==> config.mk <==
export PLATFORM = sky130hd
export DESIGN_NAME = imem_loader
export DESIGN_NICKNAME = d
export VERILOG_FILES = /design/src/rtl/riscv_pkg.sv /design/src/rtl/imem_loader_byte_packer.sv /design/src/rtl/imem_loader.sv
export SDC_FILE = /design/constraint.sdc
export NUM_CORES = 1
export LEC_CHECK = 0
export BUFFER_PORTS_ARGS = -buffer_cell sky130_fd_sc_hd__buf_4
export CAP_MARGIN = 20
export CORE_MARGIN = 3
export CORE_UTILIZATION = 30
export DETAILED_ROUTE_END_ITERATION = 6
export PLACE_DENSITY_LB_ADDON = 0.2
export SKIP_LAST_GASP = 1
export SLEW_MARGIN = 10
export SYNTH_ARGS = -nofsm -noshare
export SYNTH_HDL_FRONTEND = slang
export SYNTH_SLANG_ARGS = --single-unit
==> constraint.sdc <==
create_clock -name clk -period 2.9 [get_ports clk]
set_input_delay 0.145 -clock clk [delete_from_list [all_inputs] [get_ports clk]]
set_output_delay 0.145 -clock clk [all_outputs]
set_load 0.005 [all_outputs]
==> src/rtl/riscv_pkg.sv <==
// Shared types for the program-image loader.
//   loader_state_t   : loader FSM states
//   LOADER_HDR_BYTES : bytes in the word-count header (also bytes per word)
package riscv_pkg;

  typedef enum logic [2:0] {
    HEADER,
    LOAD,
    RELEASE,
    DONE,
    ERROR
  } loader_state_t;

  localparam int LOADER_HDR_BYTES = 4;

endpackage

==> src/rtl/imem_loader_byte_packer.sv <==
// Packs a little-endian byte stream into 32-bit words. Used for both the
// word-count header and the payload words.
//   clk, reset  : clock, synchronous active-high reset
//   clear       : drop any partially packed word
//   in_valid    : a byte is accepted this cycle
//   in_data     : the accepted byte
//   word        : packed word, valid together with word_valid
//   word_valid  : pulses on the cycle the 4th byte of a word is accepted
module byte_packer
  import riscv_pkg::*;
(
  input  logic        clk,
  input  logic        reset,
  input  logic        clear,
  input  logic        in_valid,
  input  logic [7:0]  in_data,
  output logic [31:0] word,
  output logic        word_valid
);

  logic [1:0]  lane_q;
  logic [23:0] shift_q;

  // The newest byte lands on top, so after four bytes the first one sits in
  // bits [7:0]. The word is presented combinationally with the 4th byte so
  // the FSM can act on it in the same cycle.
  assign word       = {in_data, shift_q};
  assign word_valid = in_valid && (lane_q == 2'(LOADER_HDR_BYTES - 1));

  always_ff @(posedge clk) begin
    if (reset || clear) begin
      lane_q  <= '0;
      shift_q <= '0;
    end else if (in_valid) begin
      lane_q  <= lane_q + 2'd1;
      shift_q <= word[31:8];
    end
  end

endmodule

==> src/rtl/imem_loader.sv <==
// Program-image loader: takes a byte stream (4-byte word count N, then N
// little-endian words), writes word k to BRAM address k over port b, and holds
// the core in reset until RELEASE_DELAY cycles after the last write.
//   clk, reset      : clock, synchronous active-high reset
//   s_valid/s_data  : byte stream in; s_ready accepts a byte
//   i_reload        : pulse; restart loading from DONE or ERROR
//   o_bram_addr     : word address for the write
//   o_bram_wr_data  : packed word
//   o_bram_wr_en    : byte enables, all lanes for one cycle per word
//   o_core_reset    : core reset request, low only in DONE
//   o_load_done     : image loaded and core released
//   o_error         : header word count exceeds BRAM capacity
//
// state   | meaning
// HEADER  | collecting the 4-byte word count
// LOAD    | collecting payload words, one write per 4 bytes
// RELEASE | counting down before releasing the core
// DONE    | core released, waiting for i_reload
// ERROR   | bad word count, core held in reset, waiting for i_reload
module imem_loader
  import riscv_pkg::*;
#(
  parameter int ADDR_WIDTH    = 10,
  parameter int NB_COL        = 4,
  parameter int COL_WIDTH     = 8,
  parameter int RELEASE_DELAY = 6
) (
  input  logic                        clk,
  input  logic                        reset,
  input  logic                        s_valid,
  input  logic [7:0]                  s_data,
  output logic                        s_ready,
  input  logic                        i_reload,
  output logic [ADDR_WIDTH-1:0]       o_bram_addr,
  output logic [NB_COL*COL_WIDTH-1:0] o_bram_wr_data,
  output logic [NB_COL-1:0]           o_bram_wr_en,
  output logic                        o_core_reset,
  output logic                        o_load_done,
  output logic                        o_error
);

  localparam int REL_W = $clog2(RELEASE_DELAY + 1);
  // Capacity held in 33 bits so the full 32-bit header compares correctly.
  localparam logic [32:0] MAX_WORDS = 33'(1) << ADDR_WIDTH;

  loader_state_t state_q, state_d;

  logic                        accept;
  logic                        reload_go;
  logic                        enter_release;
  logic                        write_word;
  logic [31:0]                 pk_word;
  logic                        pk_valid;
  logic [ADDR_WIDTH-1:0]       word_cnt_q;
  logic [ADDR_WIDTH-1:0]       last_idx_q;
  logic [REL_W-1:0]            rel_cnt_q;
  logic [ADDR_WIDTH-1:0]       addr_q;
  logic [NB_COL*COL_WIDTH-1:0] data_q;
  logic [NB_COL-1:0]           wr_en_q;

  assign s_ready    = (state_q == HEADER) || (state_q == LOAD);
  assign accept     = s_valid && s_ready;
  assign reload_go  = i_reload && ((state_q == DONE) || (state_q == ERROR));
  assign write_word = (state_q == LOAD) && pk_valid;

  byte_packer u_packer (
    .clk       (clk),
    .reset     (reset),
    .clear     (reload_go),
    .in_valid  (accept),
    .in_data   (s_data),
    .word      (pk_word),
    .word_valid(pk_valid)
  );

  always_comb begin
    state_d       = state_q;
    o_core_reset  = 1'b1;
    o_load_done   = 1'b0;
    o_error       = 1'b0;
    enter_release = 1'b0;
    case (state_q)
      HEADER: begin
        if (pk_valid) begin
          if (pk_word == '0) begin
            state_d       = RELEASE;
            enter_release = 1'b1;
          end else if ({1'b0, pk_word} > MAX_WORDS) begin
            state_d = ERROR;
          end else begin
            state_d = LOAD;
          end
        end
      end
      LOAD: begin
        if (pk_valid && (word_cnt_q == last_idx_q)) begin
          state_d       = RELEASE;
          enter_release = 1'b1;
        end
      end
      RELEASE: begin
        if (rel_cnt_q == '0) state_d = DONE;
      end
      DONE: begin
        o_core_reset = 1'b0;
        o_load_done  = 1'b1;
        if (i_reload) state_d = HEADER;
      end
      ERROR: begin
        o_error = 1'b1;
        if (i_reload) state_d = HEADER;
      end
      default: state_d = HEADER;
    endcase
  end

  always_ff @(posedge clk) begin
    if (reset) begin
      state_q    <= HEADER;
      word_cnt_q <= '0;
      last_idx_q <= '0;
      rel_cnt_q  <= '0;
      addr_q     <= '0;
      data_q     <= '0;
      wr_en_q    <= '0;
    end else begin
      state_q <= state_d;
      wr_en_q <= '0;
      if ((state_q == HEADER) && pk_valid) begin
        word_cnt_q <= '0;
        // N <= capacity here, so N-1 always fits the address width.
        last_idx_q <= ADDR_WIDTH'(pk_word - 32'd1);
      end
      if (write_word) begin
        addr_q     <= word_cnt_q;
        data_q     <= pk_word;
        wr_en_q    <= '1;
        word_cnt_q <= word_cnt_q + 1'b1;
      end
      // Loaded with DELAY-1 on entry so DONE arrives DELAY cycles later.
      if (enter_release) begin
        rel_cnt_q <= REL_W'(RELEASE_DELAY - 1);
      end else if ((state_q == RELEASE) && (rel_cnt_q != '0)) begin
        rel_cnt_q <= rel_cnt_q - 1'b1;
      end
    end
  end

  assign o_bram_addr    = addr_q;
  assign o_bram_wr_data = data_q;
  assign o_bram_wr_en   = wr_en_q;

endmodule
==> summary.md, run 1 <==
| Metric | Value |
|---|---|
| Status | complete, no violations |
| Top-area cell type share of the netlist area | 0.486 |
| Avg Cell Area, Syn | 7.92 sq um |
| Fin util | 0.378 |
| PortBufs | 61 |
| Fin area | 0.00479 sq mm |
| Post-synthesis compound-gate area fraction | 0.154 |
| Flops & latches, synth | 95 |
| CP max stage delay | 520 ps |
| Setup TNS | 0 ps |
| Share of layout cells above drive strength 1 | 0.158 |
| Flop2flop setup slack | 700 ps |
| Number of flops mapped to enable cells by yosys | 0 |
| Critical path cell sequence | or4_1 > or4_4 > or4_4 > and4b_1 |
| FF-to-FF path depth | 4 |
| CTS root buf | clkbuf_16 |
| Fin. Hold Viols | 0 |
| Effective utilization at floorplan | 0.309 |
| Ports | 62 |
| XOR/XNOR share of the synthesized area | 0.0470 |
| Gr usage total | 0.140 |
| First-pass GRT wire length | 16.3 mm |
| Synth async-reset ratio | 0 |
| Reg-to-Reg End | rel_cnt_q[1]$_SDFFE_PP0P_ |
| Main combinational cell family by area after synthesis | simple AND/OR/NAND/NOR gates |
| Hold EP | state_q[2]$_SDFFE_PP0P_ |
| Hold path depth | 2 |
| Die W | 120 um |
| Fmax | 454 MHz |
| CTS H-tree depth | 3 |
| CP bufs+invs | 0 |
| Area taken by multi-input logic gates | 0.00185 sq mm |
| Multiplexer area fraction after synthesis | 0 |
| Commonest non-fill, non-tap cell in the layout | nand2_1 |
| Clock Skew | 9.14 ps |
| R2r startpoint | u_packer.shift_q[11]$_SDFFE_PP0P_ |
| Max-slew headroom at the worst pin | 0.427 |
| Mapped Area | 0.00391 sq mm |
| P&R area growth vs syn | 22.4% |
| DIE AREA | 0.0144 sq mm |
| WL per Instance | 13.5 um |
| DRC viols | 0 |
| Dpl cell area | 0.00451 sq mm |
| Vias/cell | 4.84 |
| RSZ-0062 raised after global routing | false |
| Worst endpoint required time | 3140 ps |
| CP max FO | 4 |
| Static leakage | 1.84 nW |
| Post-layout min period | 2200 ps |
| Row count | 41 |
| Peak supply drop | 0.000355 V |
| Nets@finish | 559 |
| Worst-path clk slew | 70 ps |
| Post-DP HPWL | 6.78 mm |
| Synth Instances | 494 |
| Post-CTS Setup Bufs | 0 |
| CP startpoint | u_packer.shift_q[11]$_SDFFE_PP0P_ |
| Max clock buf depth | 2 |
| Hold Path Origin | i_reload |
| ANT cells | 0 |
| # clock sinks | 95 |
| Main flop type after synthesis | dfxtp_1 |
| Fill cell count | 1375 |
| CTS Buf Count | 9 |
| Crit path max-delay family | simple AND/OR/NAND/NOR gates |
| Most frequent cells in the layout | nand2_1 (152), dfxtp_1 (95), a21oi_1 (71) |
| Type of origin of the critical path | flop |
| Final worst slack | 695 ps |
| Core region area | 0.0127 sq mm |
| Synth Warn # | 0 |
| Post_cts resized | 0 |
| PwrDens | 558 mW/mm^2 |
| Detailed Route Iter0 Violations | 125 |
| Slowest CP cell | or4_1 |
| Synth area leaders | dfxtp_1 (49%), nand2_1 (15%), a21oi_1 (9.1%) |
| Final worst-path cycle share | 0.760 |
| DRT antenna net count | 0 |
| Net count after synthesis | 512 |
| Critical path class | flop to flop |
| Maxcap violations | 0 |
| Total routed wirelength | 9.71 mm |
| RePlAce Congestion | 0.818 |
| Most common cell on crit path | or4_4 |
| Antenna violations before repair | 0 |
| Grt ovf | 0 |
| Largest net degree at the start of global routing | 70 |
| Vias in the first global route | 3208 |
| CP arrival | 2450 ps |
| Worst skew pair latency | 350 ps |
| Synth Area in Simple Gates | 0.254 |
| Setup-failing EPs final | 0 |
| Post-CTS Hold Fix Bufs | 0 |
| Post-Synth Adder-Cell Area | 0.0192 |
| Most area-hungry cell type in the Yosys netlist | dfxtp_1 |
| Crit. End Element | flop |
| Pre-CTS setup slack | 706 ps |
| FF/Latch Area | 0.00190 sq mm |
| Sequential share of the synthesized area | 0.486 |
| Post-synthesis cell type count | 39 |
| Worst-Margin Slew | 860 ps |
| Hold Crit Class | input port to flop |
| Die span in y | 120 um |
| Max Slew Vio Count | 0 |
| Via count | 3472 |
| CTS tree | yes |
| Initial DRT Pass Iterations | 4 |
## flip-flops by register name (all words and copies together), names as in the netlist
| signal | count |
|---|---|
| o_bram_wr_data | 32 |
| u_packer.shift_q | 24 |
| last_idx_q | 10 |
| o_bram_addr | 10 |
| word_cnt_q | 10 |
| rel_cnt_q | 3 |
| state_q | 3 |
| u_packer.lane_q | 2 |
| o_bram_wr_en | 1 |
## cells by family after synthesis
group / Yosys count
simple gates: 227
compound gates: 106
flops: 95
buf+inv: 39
xor+xnor: 21
fa+ha+maj: 6
## how the worst max path moves through the flow
stage               slack, ps  cells past startpoint                   endpoint
floorplan                 780                      4  rel_cnt_q[1]$_SDFFE_PP0P_
global placement          720                      4  rel_cnt_q[1]$_SDFFE_PP0P_
CTS                       690                      4  rel_cnt_q[1]$_SDFFE_PP0P_
global route              640                      4  rel_cnt_q[1]$_SDFFE_PP0P_
finish                    700                      4  rel_cnt_q[1]$_SDFFE_PP0P_
detailed placement        710                      4  rel_cnt_q[1]$_SDFFE_PP0P_
## stage by stage
stage	cells	hold slack, ps	total power [mW]
final	718	50.2	2.67
after global routing	718	48.2	2.79
after CTS	718	42.7	2.72
after detailed placement	702	415	1.58
after global placement	702	402	1.58
after floorplan	494	263	1.52
## synth_stat cells (2+ instances only)
cell and n:
a31oi_1 4, nand3_1 10, nor4_1 7, o31ai_1 2, nand4_1 6, and3_1 4
nand2_1 152, a21oi_1 71, o21ai_0 9, nor3_1 7, and2_1 2, nand4b_1 2
inv_1 7, xnor2_1 12, dfxtp_1 95, or4_4 2, clkbuf_1 28, o211ai_1 3
a22o_1 3, nor2_1 23, a211oi_1 9, xor2_1 9, or4_1 3, buf_4 3
nand2b_1 2, ha_1 6
## metal layers
| metal | track usage | wire [um] | vias to the layer above |
|---|---|---|---|
| met1 | 0.174 | 4440 | 1640 |
| met2 | 0.234 | 4820 | 52 |
| met4 | 0.0451 | 123 | 0 |
| met5 | 0 | 0 | - |
| li1 | - | - | 1772 |
| met3 | 0.0393 | 333 | 8 |
## cell type report
cell class / instances / area share
clock buffer: 10 / 0.0499
timing repair buffer: 68 / 0.107
sequential: 95 / 0.397
tap: 172 / 0.0449
inverter: 7 / 0.00549
multi-input combinational: 360 / 0.387
clock inverter: 6 / 0.00914
## where the power goes
group / switching [mW] / internal (mW) / total [mW] / leakage [nW]
logic: 0.117 / 0.0675 / 0.184 / 0.932
registers: 0.0363 / 1.33 / 1.37 / 0.768
clock network: 0.512 / 0.609 / 1.12 / 0.139
Power figures use the tool's default switching activity.
==> inputs of run 2 (changes only) <==
Clock period 2.9 ns to 2.1 ns, I/O delays scaled along.
==> run 2 against run 1 <==
  * The flow now finishes with violations (negative setup slack)
  * Final area is 3.9% higher
  * Final cell count is 2.8% higher
  * Non-clock buffer count is 20 higher
  * Count of clock-buffer cells in the layout stayed put
  * Core utilization is 1.5 points higher
  * Fmax is 4.3% higher
  * Routed wire length is 0.82% higher
  * Combinational power is 59% higher
  * Power is 43% higher
  * Sequential cell count stayed put
  * Die area stayed put
  * Clock skew hardly changed
  * Critical path type unchanged
==> summary.md, run 2 (synthesis gave the netlist of run 1 again) <==
| Metric | Value |
|---|---|
| Status | finished with violations |
| Violated checks | negative setup slack |
| Fin area | 0.00498 sq mm (+3.9%) |
| Vias in the first global route | 3478 (+8.4%) |
| Critical path cell sequence | or4_1 > or4_4 > or4_4 > and4b_1 |
| Vias/cell | 4.72 (-2.3%) |
| Most frequent cells in the layout | nand2_1 (152), dfxtp_1 (95), buf_4 (86) |
| CTS root buf | clkbuf_16 |
| DIE AREA | 0.0144 sq mm (unchanged) |
| Antenna violations before repair | 0 (unchanged) |
| Max clock buf depth | 2 (unchanged) |
| RePlAce Congestion | 0.797 (-2.5%) |
| Area taken by multi-input logic gates | 0.00186 sq mm (+0.34%) |
| # clock sinks | 95 (unchanged) |
| Largest net degree at the start of global routing | 70 (unchanged) |
| Via count | 3485 (+0.37%) |
| Share of layout cells above drive strength 1 | 0.186 (+0.0280) |
| DRC viols | 0 (unchanged) |
| Final worst-path cycle share | 1.01 (+0.246) |
| Setup-failing EPs final | 1 (+1) |
| CTS Buf Count | 9 (unchanged) |
| Hold Crit Class | input port to flop |
| Slowest CP cell | or4_4 |
| Die W | 120 um (unchanged) |
| Worst-Margin Slew | 705 ps (-155 ps) |
| Effective utilization at floorplan | 0.309 (unchanged) |
| Type of origin of the critical path | flop |
| FF/Latch Area | 0.00190 sq mm (unchanged) |
| Peak supply drop | 0.000487 V (+37%) |
| Initial DRT Pass Iterations | 4 (unchanged) |
| Post-CTS Setup Bufs | 0 (unchanged) |
| Reg-to-Reg End | rel_cnt_q[1]$_SDFFE_PP0P_ |
| Post-layout min period | 2110 ps (-91.5 ps) |
| Fin cells | 738 (+2.8%) |
| Max Slew Vio Count | 0 (unchanged) |
| WL per Instance | 13.3 um (-1.9%) |
| CP max FO | 3 (-1) |
| Hold Path Origin | s_data[3] |
| Nets@finish | 579 (+3.6%) |
| Crit. End Element | flop |
| CTS H-tree depth | 3 (unchanged) |
| Worst endpoint required time | 2340 ps (-800 ps) |
| Row count | 41 (unchanged) |
| Flop2flop setup slack | -10 ps (-710 ps) |
| CP arrival | 2360 ps (-90 ps) |
| Total routed wirelength | 9.79 mm (+0.82%) |
| CP max stage delay | 530 ps (about the same) |
| Post-DP HPWL | 6.89 mm (+1.6%) |
| Fin util | 0.393 (+0.0147) |
| CTS tree | yes |
| R2r startpoint | u_packer.shift_q[11]$_SDFFE_PP0P_ |
| Maxcap violations | 0 (unchanged) |
| Worst-path clk slew | 70 ps (about the same) |
| Critical path class | flop to flop |
| FF-to-FF path depth | 4 (unchanged) |
| Grt ovf | 0 (unchanged) |
| Max-slew headroom at the worst pin | 0.530 (+0.103) |
| RSZ-0062 raised after global routing | true |
| Fin. Hold Viols | 0 (unchanged) |
| Hold EP | u_packer.shift_q[19]$_SDFFE_PP0P_ |
| ANT cells | 0 (unchanged) |
| Die span in y | 120 um (unchanged) |
| Hold path depth | 3 (+1) |
| Clock Skew | 8.84 ps (-0.300 ps) |
| Final worst slack | -13.0 ps (-708 ps) |
| Dpl cell area | 0.00466 sq mm (+3.4%) |
| DRT antenna net count | 0 (unchanged) |
| PwrDens | 768 mW/mm^2 (+38%) |
| Static leakage | 1.95 nW (+6.2%) |
| Detailed Route Iter0 Violations | 130 (+4.0%) |
| Core region area | 0.0127 sq mm (unchanged) |
| Worst skew pair latency | 350 ps (about the same) |
| First-pass GRT wire length | 16.5 mm (+1.3%) |
| Inst Count DP | 721 (+2.7%) |
| Fill cell count | 1353 (-1.6%) |
| Commonest non-fill, non-tap cell in the layout | nand2_1 |
| Gr usage total | 0.142 (+0.00266) |
| PortBufs | 61 (unchanged) |
| Ports | 62 (unchanged) |
| Max reg flops | 32 (unchanged) |
| Most common cell on crit path | or4_4 |
| P&R area growth vs syn | 27.2% |
| Fmax | 473 MHz (+4.3%) |
-- run 2: cell types whose count changed in the layout (fill, tap and decap cells not counted) --
| cell | change |
|---|---|
| buf_12 | +1 |
| buf_4 | +18 |
| bufinv_16 | +1 |
| clkbuf_1 | +1 |
| clkbuf_8 | -1 |
| clkinvlp_4 | -1 |
| dlygate4sd3_1 | +1 |
| inv_6 | -1 |
| inv_8 | +1 |
| nor4bb_1 | -1 |
| nor4bb_2 | +1 |
-- run 2: per-stage QoR --
stage	worst slack [ps]	hold slack, ps	TNS, ps	power, mW
3_5_place_dp	-8.78	357	-8.78	2.21
3_3_place_gp	32.2	357	0	2.20
6_report	-13.0	17.6	-13.0	3.82
5_1_grt	-88.7	7.95	-166	4.00
2_1_floorplan	10.9	223	0	2.10
4_1_cts	-18.6	2.41	-18.6	3.88
-- run 2: how the worst max path moves through the flow --
stage | cells past startpoint | start | slack (ps) | end
floorplan | 4 | u_packer.shift_q[11]$_SDFFE_PP0P_ | 10 | rel_cnt_q[1]$_SDFFE_PP0P_
global placement | 4 | u_packer.shift_q[11]$_SDFFE_PP0P_ | 30 | rel_cnt_q[1]$_SDFFE_PP0P_
detailed placement | 4 | u_packer.shift_q[11]$_SDFFE_PP0P_ | -9 | rel_cnt_q[1]$_SDFFE_PP0P_
CTS | 4 | u_packer.shift_q[11]$_SDFFE_PP0P_ | -20 | rel_cnt_q[1]$_SDFFE_PP0P_
global route | 4 | u_packer.shift_q[11]$_SDFFE_PP0P_ | -90 | rel_cnt_q[1]$_SDFFE_PP0P_
finish | 4 | u_packer.shift_q[11]$_SDFFE_PP0P_ | -10 | rel_cnt_q[1]$_SDFFE_PP0P_
-- run 2: worst max-delay path: cells and delay by family (launching register included) --
kind | cells | cell delay, ps
flops | 1 | 310
simple gates | 4 | 1700
-- run 2: report_power, final --
group / internal [mW] / total, mW / switching (mW)
Combinational: 0.112 / 0.293 / 0.181
Clock: 0.934 / 1.65 / 0.717
Sequential: 1.84 / 1.88 / 0.0363
-- run 2: per-layer routing --
layer,wire length (um),up-vias,global-route usage
met4,148,0,0.0494
met1,4400,1597,0.167
met2,4870,62,0.247
li1,-,1815,-
met3,367,11,0.0421
met5,0,-,0
-- run 2: final cells by class --
class                   count  share of cell area
flip-flops and latches     95               0.382
multi-input cells         360               0.374
repair buffers             88               0.136
clock buffers              10              0.0460
well taps                 172              0.0432
clock inverters             6              0.0138
inverters                   7             0.00528
-- run 2: repair_timing --
item / CTS / global route
endpoints found under the setup margin: 1 / 4
hold buffers: 1 / 0
resized for setup: 0 / 1
hold endpoints to repair: 1 / 0
